[src/rtl/seq_arb_pkg.sv]
// Shared types and helpers for the sequential round-robin arbiters.
//   arb_state_e : arbitration FSM states (free arbitration vs. locked burst)
//   rr_next     : round-robin successor of an index, wrapping mod n (n need not be a power of 2)
package seq_arb_pkg;

  typedef enum logic [0:0] {
    ARB    = 1'b0,
    LOCKED = 1'b1
  } arb_state_e;

  function automatic int unsigned rr_next(int unsigned idx, int unsigned n);
    return (idx + 1 >= n) ? 0 : idx + 1;
  endfunction

endpackage

[src/rtl/comb_rr_prio_enc.sv]
// Combinational rotate-priority encoder.
// Grants the first set request found scanning ptr_i, ptr_i+1, ... wrapping mod NREQ.
//   req_i : request vector
//   ptr_i : index with highest priority this cycle (must be < NREQ)
//   gnt_o : one-hot grant, or zero when no request is set
module comb_rr_prio_enc #(
  parameter int unsigned NREQ = 4,
  localparam int unsigned IdxW = (NREQ > 1) ? $clog2(NREQ) : 1
) (
  input  logic [NREQ-1:0] req_i,
  input  logic [IdxW-1:0] ptr_i,
  output logic [NREQ-1:0] gnt_o
);

  logic        found;
  int unsigned idx;

  always_comb begin
    gnt_o = '0;
    found = 1'b0;
    idx   = 0;
    for (int unsigned k = 0; k < NREQ; k++) begin
      // Subtraction instead of modulo: ptr_i < NREQ, so one wrap suffices.
      idx = 32'(ptr_i) + k;
      if (idx >= NREQ) begin
        idx = idx - NREQ;
      end
      for (int unsigned j = 0; j < NREQ; j++) begin
        if (!found && (j == idx) && req_i[j]) begin
          gnt_o[j] = 1'b1;
          found    = 1'b1;
        end
      end
    end
  end

endmodule

[src/rtl/seq_rr_dffe_arbiter.sv]
// Round-robin arbiter in front of one shared enable register (q <= d when en).
// A winner may assert lock to keep exclusive ownership for a multi-cycle burst.
//   clk     : clock, rising edge
//   reset   : asynchronous active-high reset
//   req     : per-requester write request
//   lock    : per-requester lock request, only meaningful together with req
//   wdata   : write data, requester i owns bits [i*WIDTH +: WIDTH]
//   gnt     : combinational one-hot (or zero) grant; gnt[i] = write accepted this cycle
//   q       : shared register contents
//   q_owner : index of the requester that last wrote q
//   locked  : high while a burst lock is held
module seq_rr_dffe_arbiter
  import seq_arb_pkg::*;
#(
  parameter int unsigned NREQ  = 4,
  parameter int unsigned WIDTH = 8,
  localparam int unsigned IdxW = (NREQ > 1) ? $clog2(NREQ) : 1
) (
  input  logic                  clk,
  input  logic                  reset,
  input  logic [NREQ-1:0]       req,
  input  logic [NREQ-1:0]       lock,
  input  logic [NREQ*WIDTH-1:0] wdata,
  output logic [NREQ-1:0]       gnt,
  output logic [WIDTH-1:0]      q,
  output logic [IdxW-1:0]       q_owner,
  output logic                  locked
);

  arb_state_e       state_q, state_d;
  logic [IdxW-1:0]  ptr_q, ptr_d;
  logic [IdxW-1:0]  lock_id_q, lock_id_d;
  logic [WIDTH-1:0] q_q, q_d;
  logic [IdxW-1:0]  owner_q, owner_d;

  logic [NREQ-1:0]  rr_gnt;
  logic [NREQ-1:0]  lock_sel;
  logic [IdxW-1:0]  win_idx;
  logic [WIDTH-1:0] wsel;
  logic             we;
  logic             win_lock;

  comb_rr_prio_enc #(
    .NREQ (NREQ)
  ) u_prio_enc (
    .req_i (req),
    .ptr_i (ptr_q),
    .gnt_o (rr_gnt)
  );

  // Grant: free round-robin in ARB, only the lock holder while LOCKED.
  always_comb begin
    lock_sel = '0;
    for (int unsigned i = 0; i < NREQ; i++) begin
      lock_sel[i] = (IdxW'(i) == lock_id_q);
    end
    gnt = '0;
    if (state_q == ARB) begin
      gnt = rr_gnt;
    end else begin
      gnt = lock_sel & req;
    end
  end

  // AND-OR write mux keyed by the one-hot grant, so X on a non-granted
  // requester's wdata never reaches q.
  always_comb begin
    win_idx = '0;
    wsel    = '0;
    for (int unsigned i = 0; i < NREQ; i++) begin
      if (gnt[i]) begin
        win_idx = IdxW'(i);
      end
      wsel = wsel | (wdata[i*WIDTH +: WIDTH] & {WIDTH{gnt[i]}});
    end
  end

  assign we       = |gnt;
  assign win_lock = |(gnt & lock);

  always_comb begin
    state_d   = state_q;
    ptr_d     = ptr_q;
    lock_id_d = lock_id_q;
    q_d       = q_q;
    owner_d   = owner_q;

    if (we) begin
      q_d     = wsel;
      owner_d = win_idx;
    end

    unique case (state_q)
      ARB: begin
        if (we) begin
          if (win_lock) begin
            // Pointer is left alone so the burst does not count as a turn yet.
            state_d   = LOCKED;
            lock_id_d = win_idx;
          end else begin
            ptr_d = IdxW'(rr_next(32'(win_idx), NREQ));
          end
        end
      end
      LOCKED: begin
        // Final beat (req without lock) and abort (no req) both release the lock.
        if (!(we && win_lock)) begin
          state_d = ARB;
          ptr_d   = IdxW'(rr_next(32'(lock_id_q), NREQ));
        end
      end
      default: begin
        state_d = ARB;
      end
    endcase
  end

  always_ff @(posedge clk or posedge reset) begin
    if (reset) begin
      state_q   <= ARB;
      ptr_q     <= '0;
      lock_id_q <= '0;
      q_q       <= '0;
      owner_q   <= '0;
    end else begin
      state_q   <= state_d;
      ptr_q     <= ptr_d;
      lock_id_q <= lock_id_d;
      q_q       <= q_d;
      owner_q   <= owner_d;
    end
  end

  assign q       = q_q;
  assign q_owner = owner_q;
  assign locked  = (state_q == LOCKED);

endmodule
[config.mk]
export PLATFORM = sky130hd
export DESIGN_NAME = seq_rr_dffe_arbiter
export DESIGN_NICKNAME = d
export VERILOG_FILES = /design/src/rtl/seq_arb_pkg.sv /design/src/rtl/comb_rr_prio_enc.sv /design/src/rtl/seq_rr_dffe_arbiter.sv
export SDC_FILE = /design/constraint.sdc
export NUM_CORES = 1
export LEC_CHECK = 0
export BUFFER_PORTS_ARGS = -buffer_cell sky130_fd_sc_hd__buf_2
export CORE_ASPECT_RATIO = 1.1
export CORE_UTILIZATION = 40
export CTS_BUF_LIST = sky130_fd_sc_hd__clkbuf_16
export DETAILED_ROUTE_END_ITERATION = 10
export PLACE_DENSITY = 0.72
export SLEW_MARGIN = 20
export SYNTH_ARGS = -nofsm -noshare
export SYNTH_HDL_FRONTEND = slang
export SYNTH_HIERARCHICAL = 1
export SYNTH_SLANG_ARGS = --single-unit
export TNS_END_PERCENT = 30
[constraint.sdc]
create_clock -name clk -period 2.25 [get_ports clk]
set_input_delay 0.1125 -clock clk [delete_from_list [all_inputs] [get_ports clk]]
set_output_delay 0.1125 -clock clk [all_outputs]
set_load 0.01 [all_outputs]
==> impl_metrics.xml, run 1 <==
<?xml version="1.0" encoding="UTF-8"?>
<metrics>
  <group name="status">
    <metric name="outcome" unit="">completed</metric>
  </group>
  <group name="critical_path">
    <metric name="cp_data_required_time" unit="ns">2.37</metric>
    <metric name="timing.critical_path.from_type" unit="">register</metric>
    <metric name="worst_reg2reg_endpoint" unit="">ptr_q[1]</metric>
    <metric name="path_class" unit="">reg2reg</metric>
    <metric name="crit_fanout" unit="">8</metric>
    <metric name="arrival_worst_endpoint" unit="ns">2.26</metric>
    <metric name="worst_setup_path_end_kind" unit="">register</metric>
    <metric name="r2r_setup_slk" unit="ns">0.11</metric>
    <metric name="timing.rr.start" unit="">ptr_q[1]</metric>
    <metric name="r2r_cells" unit="">8</metric>
  </group>
  <group name="detailed_routing">
    <metric name="first_iter_violations" unit="">14</metric>
    <metric name="drt-wirelength-per-cell" unit="um">13.7</metric>
    <metric name="vias_per_cell" unit="">5.58</metric>
    <metric name="detail_route.wirelength" unit="um">2880</metric>
    <metric name="drt_first_pass_iters" unit="">4</metric>
    <metric name="drcViolationCount" unit="">0</metric>
    <metric name="routed-via-count" unit="">1172</metric>
    <metric name="antenna_violation_net_count_after_detailed_routing" unit="">0</metric>
  </group>
  <group name="sta">
    <metric name="post_route_fraction_of_the_period_consumed_by_the_critical_path" unit="%">94.9</metric>
    <metric name="timing.fmax" unit="GHz">0.468</metric>
    <metric name="finalMaxSlewViolations" unit="">0</metric>
    <metric name="timing.final.crit_period" unit="ns">2.14</metric>
    <metric name="grt_setup_unrepaired" unit="">false</metric>
    <metric name="timing.final.ws_setup" unit="ns">0.115</metric>
    <metric name="max-slew-margin-rel" unit="%">60.0</metric>
    <metric name="finalSetupTns" unit="ns">0</metric>
    <metric name="layout_skew" unit="ns">0.00135</metric>
    <metric name="hold_violations" unit="">0</metric>
    <metric name="tightest_slew" unit="ns">0.601</metric>
    <metric name="setup_viol_count_final" unit="">0</metric>
  </group>
  <group name="layout">
    <metric name="number_of_nets_at_the_end_of_the_flow" unit="">226</metric>
    <metric name="final_util" unit="%">58.7</metric>
    <metric name="fillers" unit="">247</metric>
    <metric name="antenna-diode-count" unit="">0</metric>
    <metric name="share_of_cells_above_drive_strength_1" unit="%">47.5</metric>
    <metric name="area_growth" unit="%">36.6</metric>
  </group>
  <group name="yosys">
    <metric name="yosys.area.top_type" unit="">sky130_fd_sc_hd__dfrtp_1</metric>
    <metric name="synth_sequential_area_ratio" unit="%">34.0</metric>
    <metric name="yosysWarnings" unit="">6</metric>
    <metric name="synth.top_cells.by_count" unit="">18 x sky130_fd_sc_hd__a22oi_1, 15 x sky130_fd_sc_hd__dfrtp_1, 12 x sky130_fd_sc_hd__nand2_1</metric>
    <metric name="post-synth-top-area-fraction" unit="%">34.0</metric>
    <metric name="synth.top_cells.by_area" unit="">sky130_fd_sc_hd__dfrtp_1 34%, sky130_fd_sc_hd__a22oi_1 12%, sky130_fd_sc_hd__mux2_2 9.2%</metric>
    <metric name="post_synthesis_cell_count" unit="">119</metric>
    <metric name="ys_async_sr_fraction" unit="%">100</metric>
    <metric name="post_synth_num_cell_types" unit="">33</metric>
    <metric name="synthesis.area" unit="sq mm">0.00110</metric>
    <metric name="synthesis.nets" unit="">165</metric>
    <metric name="synth_seq_cells" unit="">15</metric>
    <metric name="synth-edff-count" unit="">0</metric>
    <metric name="synth_top_flop_cell" unit="">sky130_fd_sc_hd__dfrtp_1</metric>
    <metric name="yosys.cell_count.top_type" unit="">sky130_fd_sc_hd__a22oi_1</metric>
    <metric name="postSynthAreaPerCell" unit="sq um">9.27</metric>
  </group>
  <group name="power">
    <metric name="total_leakage_power" unit="uW">0.000784</metric>
    <metric name="max-vdd-ir-drop" unit="V">0.000752</metric>
    <metric name="powerDensity" unit="mW/mm^2">1310</metric>
  </group>
  <group name="cts">
    <metric name="tritoncts_clock_tree" unit="">done</metric>
    <metric name="clock_sink_count" unit="">15</metric>
    <metric name="cts.clk_slew.worst_paths" unit="ns">0.05</metric>
    <metric name="post_cts.resized_instances" unit="">0</metric>
    <metric name="worstSkewPairLatency" unit="ns">0.24</metric>
    <metric name="postCtsSetupBuffers" unit="">0</metric>
    <metric name="cts_root_buffer" unit="">sky130_fd_sc_hd__clkbuf_16</metric>
    <metric name="cts_inserted_buffers" unit="">3</metric>
    <metric name="clockBufferDepth" unit="">2</metric>
    <metric name="cts_htree_levels" unit="">1</metric>
  </group>
  <group name="global_route">
    <metric name="grt_busiest_layer" unit="">met2</metric>
    <metric name="globalRouteMet3Util" unit="%">3.73</metric>
    <metric name="grt_overflow_total" unit="">0</metric>
    <metric name="gr-usage-all-layers" unit="%">21.2</metric>
    <metric name="grtUsageMet1" unit="%">22.4</metric>
    <metric name="met2_usage" unit="%">40.1</metric>
    <metric name="grt_start_max_net_pins" unit="">19</metric>
    <metric name="grt_antenna_before_repair" unit="">0</metric>
    <metric name="grt_pass1_wl" unit="um">4700</metric>
    <metric name="first_global_vias" unit="">1119</metric>
  </group>
  <group name="job">
    <metric name="cap_violations" unit="">0</metric>
  </group>
  <group name="floorplanning">
    <metric name="die-width" unit="um">52.1</metric>
    <metric name="fp.dieArea" unit="sq mm">0.00297</metric>
    <metric name="rows" unit="">19</metric>
    <metric name="floorplan.initialDensity" unit="%">43.0</metric>
    <metric name="design.portCount" unit="">57</metric>
    <metric name="core_area" unit="sq mm">0.00257</metric>
    <metric name="floorplan.die.height" unit="um">57.1</metric>
  </group>
  <group name="min_path">
    <metric name="hold_end" unit="">q[0]</metric>
    <metric name="hold_depth" unit="">4</metric>
    <metric name="hp-start" unit="">wdata[0]</metric>
    <metric name="hp-class" unit="">in2reg</metric>
  </group>
  <group name="place">
    <metric name="place_worst_setup_slack" unit="ns">0.0702</metric>
    <metric name="numPortBuffers" unit="">56</metric>
    <metric name="gp_congestion" unit="">0.891</metric>
    <metric name="dpl.hpwl" unit="um">2270</metric>
  </group>
</metrics>
state kept, by name, indices dropped and copies added (netlist names):
name,count
q,8
lock_id_q,2
ptr_q,2
q_owner,2
locked,1
per-stage QoR:
step / instance area, sq um / total power, uW / cells / hold slack, ns
floorplan: 1100 / 1320 / 119 / 0.0140
global placement: 1420 / 1600 / 205 / 0.180
detailed placement: 1420 / 1650 / 205 / 0.196
CTS: 1510 / 2000 / 210 / 0.212
global route: 1510 / 2120 / 210 / 0.234
finish: 1510 / 1980 / 210 / 0.213
how the worst max path moves through the flow:
| stage | depth (start not counted) | from | endpoint |
|---|---|---|---|
| after detailed placement | 8 | ptr_q[0] | ptr_q[1] |
| final | 8 | ptr_q[1] | ptr_q[1] |
| after CTS | 8 | ptr_q[0] | ptr_q[1] |
| after global routing | 8 | ptr_q[0] | ptr_q[1] |
| after floorplan | 7 | ptr_q[1] | q[0] |
| after global placement | 8 | ptr_q[0] | ptr_q[1] |
cells in the final DEF (no fill, tap or decap), drive strengths merged, types with 4 or more instances in the layout:
cell / Yosys / layout
mux2: 10 / 10
nand2: 12 / 12
inv: 13 / 14
ha: 4 / 4
buf: 5 / 61
nand3: 4 / 4
nand4: 4 / 4
a22oi: 18 / 18
o21ai: 10 / 10
dfrtp: 15 / 15
nor2: 5 / 5
kinds of logic after synthesis:
kind of cell | count (synthesis) | synth area share (%)
multiplexers | 10 | 10.2
adder cells (fa/ha/maj) | 4 | 4.54
buffers and inverters | 19 | 8.16
AO/OA/AOI/OAI | 41 | 27.7
flip-flops | 15 | 34.0
AND/OR/NAND/NOR | 30 | 15.4
worst max-delay path, cell delays in order, from the launching register on:
cell                      delay (ns)
sky130_fd_sc_hd__dfrtp_1        0.44
sky130_fd_sc_hd__inv_1          0.13
sky130_fd_sc_hd__nor2_1         0.06
sky130_fd_sc_hd__o311a_1        0.33
sky130_fd_sc_hd__a22oi_1        0.18
sky130_fd_sc_hd__a21oi_1        0.15
sky130_fd_sc_hd__nor3_2         0.23
sky130_fd_sc_hd__o41ai_1        0.15
sky130_fd_sc_hd__mux2_1         0.34
report_power, final:
group          internal, uW  total (uW)  leakage [uW]  switching [uW]
logic                   541        1110      0.000557             570
clock network           235         335     0.0000423             100
registers               405         533      0.000185             128
total                  1180        1980      0.000784             799
routing by layer:
layer,vias up,wire [um]
li1,560,-
met1,552,1230
met2,56,1440
met3,4,183
met4,0,31
met5,-,0
timing repair:
item,4_1_cts,5_1_grt
endpoints found under the hold margin,15,0
hold buffers,1,0
setup endpoints to repair,0,1
area by class of cell:
class | instances | area (sq um) | area share [%]
Multi-Input combinational cell | 85 | 638 | 42.3
Clock inverter | 1 | 3.75 | 0.249
Timing Repair Buffer | 62 | 328 | 21.7
Inverter | 13 | 48.8 | 3.24
Clock buffer | 3 | 75.1 | 4.98
Sequential cell | 15 | 375 | 24.9
Tap cell | 31 | 38.8 | 2.57
Note: power is estimated with default switching activity, not from simulation.
==> run 2: changes to the inputs <==
--- a/config.mk
+++ b/config.mk
@@ -7,10 +7,9 @@
 export LEC_CHECK = 0
 export BUFFER_PORTS_ARGS = -buffer_cell sky130_fd_sc_hd__buf_2
 export CORE_ASPECT_RATIO = 1.1
-export CORE_UTILIZATION = 40
+export CORE_UTILIZATION = 30
 export CTS_BUF_LIST = sky130_fd_sc_hd__clkbuf_16
 export DETAILED_ROUTE_END_ITERATION = 10
-export PLACE_DENSITY = 0.72
 export SLEW_MARGIN = 20
 export SYNTH_ARGS = -nofsm -noshare
 export SYNTH_HDL_FRONTEND = slang
==> constraint.sdc (replaced) <==
create_clock -name clk -period 2.2 [get_ports clk]
set_input_delay 0.11 -clock clk [delete_from_list [all_inputs] [get_ports clk]]
set_output_delay 0.11 -clock clk [all_outputs]
set_load 0.01 [all_outputs]
==> impl_metrics.xml, run 2 (same netlist as run 1, synthesis figures left out) <==
<?xml version="1.0" encoding="UTF-8"?>
<metrics>
  <group name="floorplanning">
    <metric name="rows" unit="">22</metric>
    <metric name="die-width" unit="um">59.8</metric>
    <metric name="fp.dieArea" unit="sq mm">0.00393</metric>
    <metric name="floorplan.initialDensity" unit="%">32.3</metric>
    <metric name="floorplan.die.height" unit="um">65.6</metric>
    <metric name="design.portCount" unit="">57</metric>
    <metric name="core_area" unit="sq mm">0.00341</metric>
  </group>
  <group name="global_route">
    <metric name="grt_overflow_total" unit="">0</metric>
    <metric name="grt_antenna_before_repair" unit="">0</metric>
    <metric name="grt_start_max_net_pins" unit="">19</metric>
    <metric name="grt_pass1_wl" unit="um">4870</metric>
    <metric name="first_global_vias" unit="">1067</metric>
    <metric name="gr-usage-all-layers" unit="%">15.9</metric>
  </group>
  <group name="layout">
    <metric name="top_register" unit="">q</metric>
    <metric name="antenna-diode-count" unit="">0</metric>
    <metric name="post-route-cell-area" unit="sq mm">0.00157</metric>
    <metric name="fillers" unit="">351</metric>
    <metric name="area_growth" unit="%">42.5</metric>
    <metric name="number_of_nets_at_the_end_of_the_flow" unit="">228</metric>
    <metric name="post_route_non_filler_standard_cell_count" unit="">229</metric>
    <metric name="largest_register_ff_count" unit="">8</metric>
    <metric name="layout_common_cells" unit="">56 x sky130_fd_sc_hd__buf_2, 16 x sky130_fd_sc_hd__a22oi_1, 13 x sky130_fd_sc_hd__dfrtp_1, 12 x sky130_fd_sc_hd__inv_1, 12 x sky130_fd_sc_hd__nand2_1</metric>
    <metric name="mostFrequentLayoutCell" unit="">sky130_fd_sc_hd__buf_2</metric>
    <metric name="share_of_cells_above_drive_strength_1" unit="%">51.4</metric>
  </group>
  <group name="cts">
    <metric name="clock_sink_count" unit="">15</metric>
    <metric name="cts_root_buffer" unit="">sky130_fd_sc_hd__clkbuf_16</metric>
    <metric name="worstSkewPairLatency" unit="ns">0.24</metric>
    <metric name="cts.clk_slew.worst_paths" unit="ns">0.05</metric>
    <metric name="cts_inserted_buffers" unit="">3</metric>
    <metric name="cts_htree_levels" unit="">1</metric>
    <metric name="tritoncts_clock_tree" unit="">done</metric>
    <metric name="clockBufferDepth" unit="">2</metric>
  </group>
  <group name="sta">
    <metric name="finalMaxSlewViolations" unit="">0</metric>
    <metric name="tightest_slew" unit="ns">0.648</metric>
    <metric name="setup_viol_count_final" unit="">0</metric>
    <metric name="layout_skew" unit="ns">0.000704</metric>
    <metric name="timing.final.crit_period" unit="ns">2.17</metric>
    <metric name="max-slew-margin-rel" unit="%">56.8</metric>
    <metric name="grt_setup_unrepaired" unit="">true</metric>
    <metric name="post_route_fraction_of_the_period_consumed_by_the_critical_path" unit="%">98.6</metric>
    <metric name="holdWs" unit="ns">0.212</metric>
    <metric name="timing.fmax" unit="GHz">0.461</metric>
    <metric name="hold_violations" unit="">0</metric>
    <metric name="timing.final.ws_setup" unit="ns">0.0311</metric>
  </group>
  <group name="min_path">
    <metric name="hold_end" unit="">q[6]</metric>
    <metric name="hp-class" unit="">in2reg</metric>
    <metric name="hp-start" unit="">wdata[14]</metric>
    <metric name="hold_depth" unit="">4</metric>
  </group>
  <group name="critical_path">
    <metric name="r2r_setup_slk" unit="ns">0.03</metric>
    <metric name="crit_fanout" unit="">6</metric>
    <metric name="arrival_worst_endpoint" unit="ns">2.29</metric>
    <metric name="timing.rr.start" unit="">ptr_q[0]</metric>
    <metric name="path_class" unit="">reg2reg</metric>
    <metric name="crit_chain" unit="">nor2b_4 &gt; nor2_1 &gt; o311a_1 &gt; a22oi_2 &gt; a21oi_2 &gt; nor3_2 &gt; o41ai_2 &gt; mux2_1</metric>
    <metric name="timing.critical_path.slowest_stage_cell" unit="">sky130_fd_sc_hd__dfrtp_2</metric>
    <metric name="cp_data_required_time" unit="ns">2.32</metric>
    <metric name="r2r_cells" unit="">8</metric>
    <metric name="worst_path_largest_cell_delay" unit="ns">0.44</metric>
    <metric name="worst_setup_path_end_kind" unit="">register</metric>
    <metric name="worst_reg2reg_endpoint" unit="">ptr_q[1]</metric>
    <metric name="timing.critical_path.from_type" unit="">register</metric>
  </group>
  <group name="place">
    <metric name="dpl.cell_count" unit="">222</metric>
    <metric name="dpl.hpwl" unit="um">2270</metric>
    <metric name="dpl_cell_area" unit="sq mm">0.00144</metric>
    <metric name="place_worst_setup_slack" unit="ns">-0.00138</metric>
    <metric name="gp_congestion" unit="">0.951</metric>
    <metric name="numPortBuffers" unit="">56</metric>
  </group>
  <group name="power">
    <metric name="max-vdd-ir-drop" unit="V">0.000608</metric>
    <metric name="total_leakage_power" unit="uW">0.000800</metric>
    <metric name="powerDensity" unit="mW/mm^2">1330</metric>
    <metric name="report.power.total" unit="uW">2100</metric>
  </group>
  <group name="detailed_routing">
    <metric name="detail_route.wirelength" unit="um">3020</metric>
    <metric name="vias_per_cell" unit="">5.18</metric>
    <metric name="routed-via-count" unit="">1186</metric>
    <metric name="drt_first_pass_iters" unit="">4</metric>
    <metric name="drcViolationCount" unit="">0</metric>
    <metric name="antenna_violation_net_count_after_detailed_routing" unit="">0</metric>
    <metric name="first_iter_violations" unit="">50</metric>
    <metric name="drt-wirelength-per-cell" unit="um">13.2</metric>
  </group>
  <group name="job">
    <metric name="cap_violations" unit="">0</metric>
  </group>
  <group name="status">
    <metric name="outcome" unit="">completed</metric>
  </group>
</metrics>
## run 2: cell count changes in the layout (fill, tap and decap cells not counted), sizes merged
cell,before,now
buf,61,63
## run 2: worst max path at each step
stage,from,endpoint,depth (start not counted),slack (ns)
floorplan,ptr_q[1],q[0],7,0.19
global placement,ptr_q[0],ptr_q[1],8,0.11
detailed placement,ptr_q[0],ptr_q[1],8,-0.001
CTS,ptr_q[0],ptr_q[1],8,0.06
global route,ptr_q[0],ptr_q[1],8,-0.06
finish,ptr_q[0],ptr_q[1],8,0.03
## run 2: timing repair
item                                   in CTS  in global routing
buffers inserted                            0                  2
hold buffers                                1                  0
endpoints found under the hold margin      15                  0
setup endpoints to repair                   1                  2
resized for setup                           0                  7
pin swaps                                   1                  1
## run 2: power by group
group	internal [uW]	total (uW)	switching, uW
logic	595	1200	607
clock network	240	343	103
registers	417	552	135
total	1250	2100	845
## run 2: area by class of cell
class	instances	area, sq um	area share [%]
multi-input combinational	85	664	42.2
sequential	15	378	24.0
timing repair buffer	64	343	21.8
clock buffer	3	75.1	4.77
tap	48	60.1	3.82
inverter	13	48.8	3.10
clock inverter	1	3.75	0.239
## run 2: metrics by stage
step | util (%) | setup TNS [ns]
2_1_floorplan | - | 0
3_3_place_gp | 42.2 | 0
3_5_place_dp | 42.2 | -0.00138
4_1_cts | 44.8 | 0
5_1_grt | 46.1 | -0.0641
6_report | 46.1 | 0
## run 2: layer usage
layer	up-vias	GRT usage (%)	routed length, um
li1	565	-	-
met1	528	20.0	1210
met2	86	27.4	1490
met3	7	2.36	246
met4	0	5.23	68
met5	-	0	0
## run 2: worst max-delay path: cells and delay by family (launching register included)
kind	cells	cell delay, ns
AND/OR/NAND/NOR	3	0.46
multiplexers	1	0.33
AO/OA/AOI/OAI	4	0.81
flip-flops	1	0.44
==> run 3: changes to the inputs <==
--- a/config.mk
+++ b/config.mk
@@ -7,6 +7,7 @@
 export LEC_CHECK = 0
 export BUFFER_PORTS_ARGS = -buffer_cell sky130_fd_sc_hd__buf_2
 export CORE_ASPECT_RATIO = 1.1
+export CORE_MARGIN = 2
 export CORE_UTILIZATION = 30
 export CTS_BUF_LIST = sky130_fd_sc_hd__clkbuf_16
 export DETAILED_ROUTE_END_ITERATION = 10
==> impl_metrics.xml, run 3 (same netlist as run 1, synthesis figures left out) <==
<?xml version="1.0" encoding="UTF-8"?>
<metrics>
  <group name="status">
    <metric name="outcome" unit="">completed</metric>
  </group>
  <group name="critical_path">
    <metric name="crit_fanout" unit="">7</metric>
    <metric name="worst_reg2reg_endpoint" unit="">ptr_q[1]</metric>
    <metric name="worst_path_largest_cell_delay" unit="ns">0.44</metric>
    <metric name="r2r_cells" unit="">8</metric>
    <metric name="path_class" unit="">reg2reg</metric>
    <metric name="timing.critical_path.from_type" unit="">register</metric>
    <metric name="r2r_setup_slk" unit="ns">0.05</metric>
    <metric name="cp_data_required_time" unit="ns">2.32</metric>
    <metric name="cp.buffers_inverters" unit="">0</metric>
    <metric name="timing.critical_path.slowest_stage_cell" unit="">sky130_fd_sc_hd__dfrtp_1</metric>
    <metric name="critical_path_s_top_delay_family" unit="">compound AO/OA/AOI/OAI gates</metric>
    <metric name="arrival_worst_endpoint" unit="ns">2.27</metric>
    <metric name="timing.rr.start" unit="">ptr_q[0]</metric>
    <metric name="crit_chain" unit="">nor2b_2 &gt; nor2_1 &gt; o311a_1 &gt; a22oi_1 &gt; a21oi_1 &gt; nor3_2 &gt; o41ai_1 &gt; mux2_1</metric>
    <metric name="worst_setup_path_end_kind" unit="">register</metric>
  </group>
  <group name="min_path">
    <metric name="hold_end" unit="">q[4]</metric>
    <metric name="hp-start" unit="">wdata[4]</metric>
    <metric name="hold_depth" unit="">4</metric>
    <metric name="hp-class" unit="">in2reg</metric>
  </group>
  <group name="sta">
    <metric name="post_route_fraction_of_the_period_consumed_by_the_critical_path" unit="%">97.5</metric>
    <metric name="timing.final.crit_period" unit="ns">2.15</metric>
    <metric name="grt_setup_unrepaired" unit="">false</metric>
    <metric name="setup_viol_count_final" unit="">0</metric>
    <metric name="timing.final.ws_setup" unit="ns">0.0546</metric>
    <metric name="hold_violations" unit="">0</metric>
    <metric name="layout_skew" unit="ns">0.00235</metric>
    <metric name="max-slew-margin-rel" unit="%">59.0</metric>
    <metric name="finalMaxSlewViolations" unit="">0</metric>
    <metric name="holdWs" unit="ns">0.207</metric>
    <metric name="timing.fmax" unit="GHz">0.466</metric>
    <metric name="finalSetupTns" unit="ns">0</metric>
    <metric name="tightest_slew" unit="ns">0.614</metric>
  </group>
  <group name="layout">
    <metric name="layout_common_cells" unit="">56 x sky130_fd_sc_hd__buf_2, 18 x sky130_fd_sc_hd__a22oi_1, 15 x sky130_fd_sc_hd__dfrtp_1, 12 x sky130_fd_sc_hd__inv_1, 12 x sky130_fd_sc_hd__nand2_1</metric>
    <metric name="number_of_nets_at_the_end_of_the_flow" unit="">227</metric>
    <metric name="share_of_cells_above_drive_strength_1" unit="%">48.3</metric>
    <metric name="largest_register_ff_count" unit="">8</metric>
    <metric name="fillers" unit="">348</metric>
    <metric name="multi_input_logic_area" unit="sq um">642</metric>
    <metric name="final_util" unit="%">43.0</metric>
    <metric name="mostFrequentLayoutCell" unit="">sky130_fd_sc_hd__buf_2</metric>
    <metric name="antenna-diode-count" unit="">0</metric>
    <metric name="top_register" unit="">q</metric>
    <metric name="area_growth" unit="%">40.1</metric>
    <metric name="sequential_cell_area" unit="sq um">375</metric>
  </group>
  <group name="power">
    <metric name="clock_power_share" unit="%">16.6</metric>
    <metric name="pwr-share-seq" unit="%">26.6</metric>
    <metric name="cell_internal_pwr" unit="uW">1230</metric>
    <metric name="power.switching_fraction" unit="%">40.4</metric>
    <metric name="switchingPower" unit="uW">834</metric>
    <metric name="powerDensity" unit="mW/mm^2">1340</metric>
    <metric name="combinationalPowerShare" unit="%">56.8</metric>
    <metric name="max-vdd-ir-drop" unit="V">0.000603</metric>
    <metric name="total_leakage_power" unit="uW">0.000792</metric>
  </group>
  <group name="cts">
    <metric name="worstSkewPairLatency" unit="ns">0.24</metric>
    <metric name="cts_inserted_buffers" unit="">3</metric>
    <metric name="clockBufferDepth" unit="">2</metric>
    <metric name="clock_sink_count" unit="">15</metric>
    <metric name="cts.clk_slew.worst_paths" unit="ns">0.05</metric>
    <metric name="cts_htree_levels" unit="">1</metric>
    <metric name="tritoncts_clock_tree" unit="">done</metric>
    <metric name="cts_root_buffer" unit="">sky130_fd_sc_hd__clkbuf_16</metric>
  </group>
  <group name="detailed_routing">
    <metric name="first_iter_violations" unit="">139</metric>
    <metric name="drt-wirelength-per-cell" unit="um">13.2</metric>
    <metric name="drcViolationCount" unit="">0</metric>
    <metric name="drt_first_pass_iters" unit="">4</metric>
    <metric name="detail_route.wirelength" unit="um">3030</metric>
    <metric name="vias_per_cell" unit="">5.11</metric>
    <metric name="routed-via-count" unit="">1176</metric>
    <metric name="antenna_violation_net_count_after_detailed_routing" unit="">0</metric>
  </group>
  <group name="floorplanning">
    <metric name="design.portCount" unit="">57</metric>
    <metric name="die-width" unit="um">61.8</metric>
    <metric name="fp.dieArea" unit="sq mm">0.00418</metric>
    <metric name="floorplan.die.height" unit="um">67.6</metric>
    <metric name="core_area" unit="sq mm">0.00360</metric>
    <metric name="rows" unit="">23</metric>
    <metric name="floorplan.initialDensity" unit="%">30.7</metric>
  </group>
  <group name="job">
    <metric name="cap_violations" unit="">0</metric>
  </group>
  <group name="global_route">
    <metric name="grt_start_max_net_pins" unit="">19</metric>
    <metric name="first_global_vias" unit="">1100</metric>
    <metric name="grt_pass1_wl" unit="um">4860</metric>
    <metric name="grt_overflow_total" unit="">0</metric>
    <metric name="grt_antenna_before_repair" unit="">0</metric>
    <metric name="gr-usage-all-layers" unit="%">15.4</metric>
  </group>
  <group name="place">
    <metric name="dpl.hpwl" unit="um">2380</metric>
    <metric name="place_worst_setup_slack" unit="ns">0.00879</metric>
    <metric name="gp_congestion" unit="">0.810</metric>
    <metric name="numPortBuffers" unit="">56</metric>
  </group>
</metrics>
==> run 3: cell types whose count changed in the layout (fill, tap and decap cells not counted), sizes merged <==
cell  before  now
buf       63   62
==> run 3: repair_timing <==
item                                    in CTS  in global routing
endpoints found under the setup margin       0                 11
hold buffers                                 1                  0
setup buffers                                0                  1
endpoints found under the hold margin       15                  0
resized for setup                            0                  2
==> run 3: cell type report <==
class / instances / share of cell area, %
repair buffers: 63 / 21.9
well taps: 50 / 4.05
clock inverters: 1 / 0.243
inverters: 13 / 3.16
multi-input cells: 85 / 41.5
flip-flops and latches: 15 / 24.3
clock buffers: 3 / 4.85
==> run 3: power groups by stage <==
| stage | clock [uW] | sequential, uW | combinational [uW] |
|---|---|---|---|
| after floorplan | 0 | 546 | 804 |
| after global placement | 0 | 543 | 1120 |
| after detailed placement | 0 | 552 | 1150 |
| after CTS | 354 | 550 | 1150 |
| after global routing | 370 | 577 | 1300 |
| final | 343 | 550 | 1170 |
==> run 3: how the worst max path moves through the flow <==
stage | from | to | slack [ns] | cells after the start
6_report | ptr_q[0] | ptr_q[1] | 0.05 | 8
5_1_grt | ptr_q[0] | ptr_q[1] | 0.003 | 8
3_3_place_gp | ptr_q[0] | ptr_q[1] | 0.12 | 8
4_1_cts | ptr_q[0] | ptr_q[1] | 0.003 | 8
2_1_floorplan | ptr_q[1] | q[0] | 0.19 | 7
3_5_place_dp | ptr_q[0] | ptr_q[1] | 0.009 | 8
==> run 3: per-stage QoR <==
stage               instances  cell area [sq um]  total power, uW
global placement          224               1440             1670
CTS                       229               1530             2060
floorplan                 119               1100             1350
detailed placement        224               1440             1700
global route              230               1550             2250
finish                    230               1550             2070
==> run 3: worst min-delay path, delay by kind of cell <==
kind | cells | cell delay (ns)
AO/OA/AOI/OAI | 1 | 0.05
AND/OR/NAND/NOR | 1 | 0.05
multiplexers | 1 | 0.13
buffers and inverters | 1 | 0.07
==> run 3: metal layers <==
metal	up-vias	global-route usage, %	part of all wire [%]	wire (um)
li1	566	-	-	-
met1	526	20.0	41	1240
met2	76	26.1	50	1510
met3	8	1.92	7.9	238
met4	0	4.79	1.4	43
met5	-	0	0	0
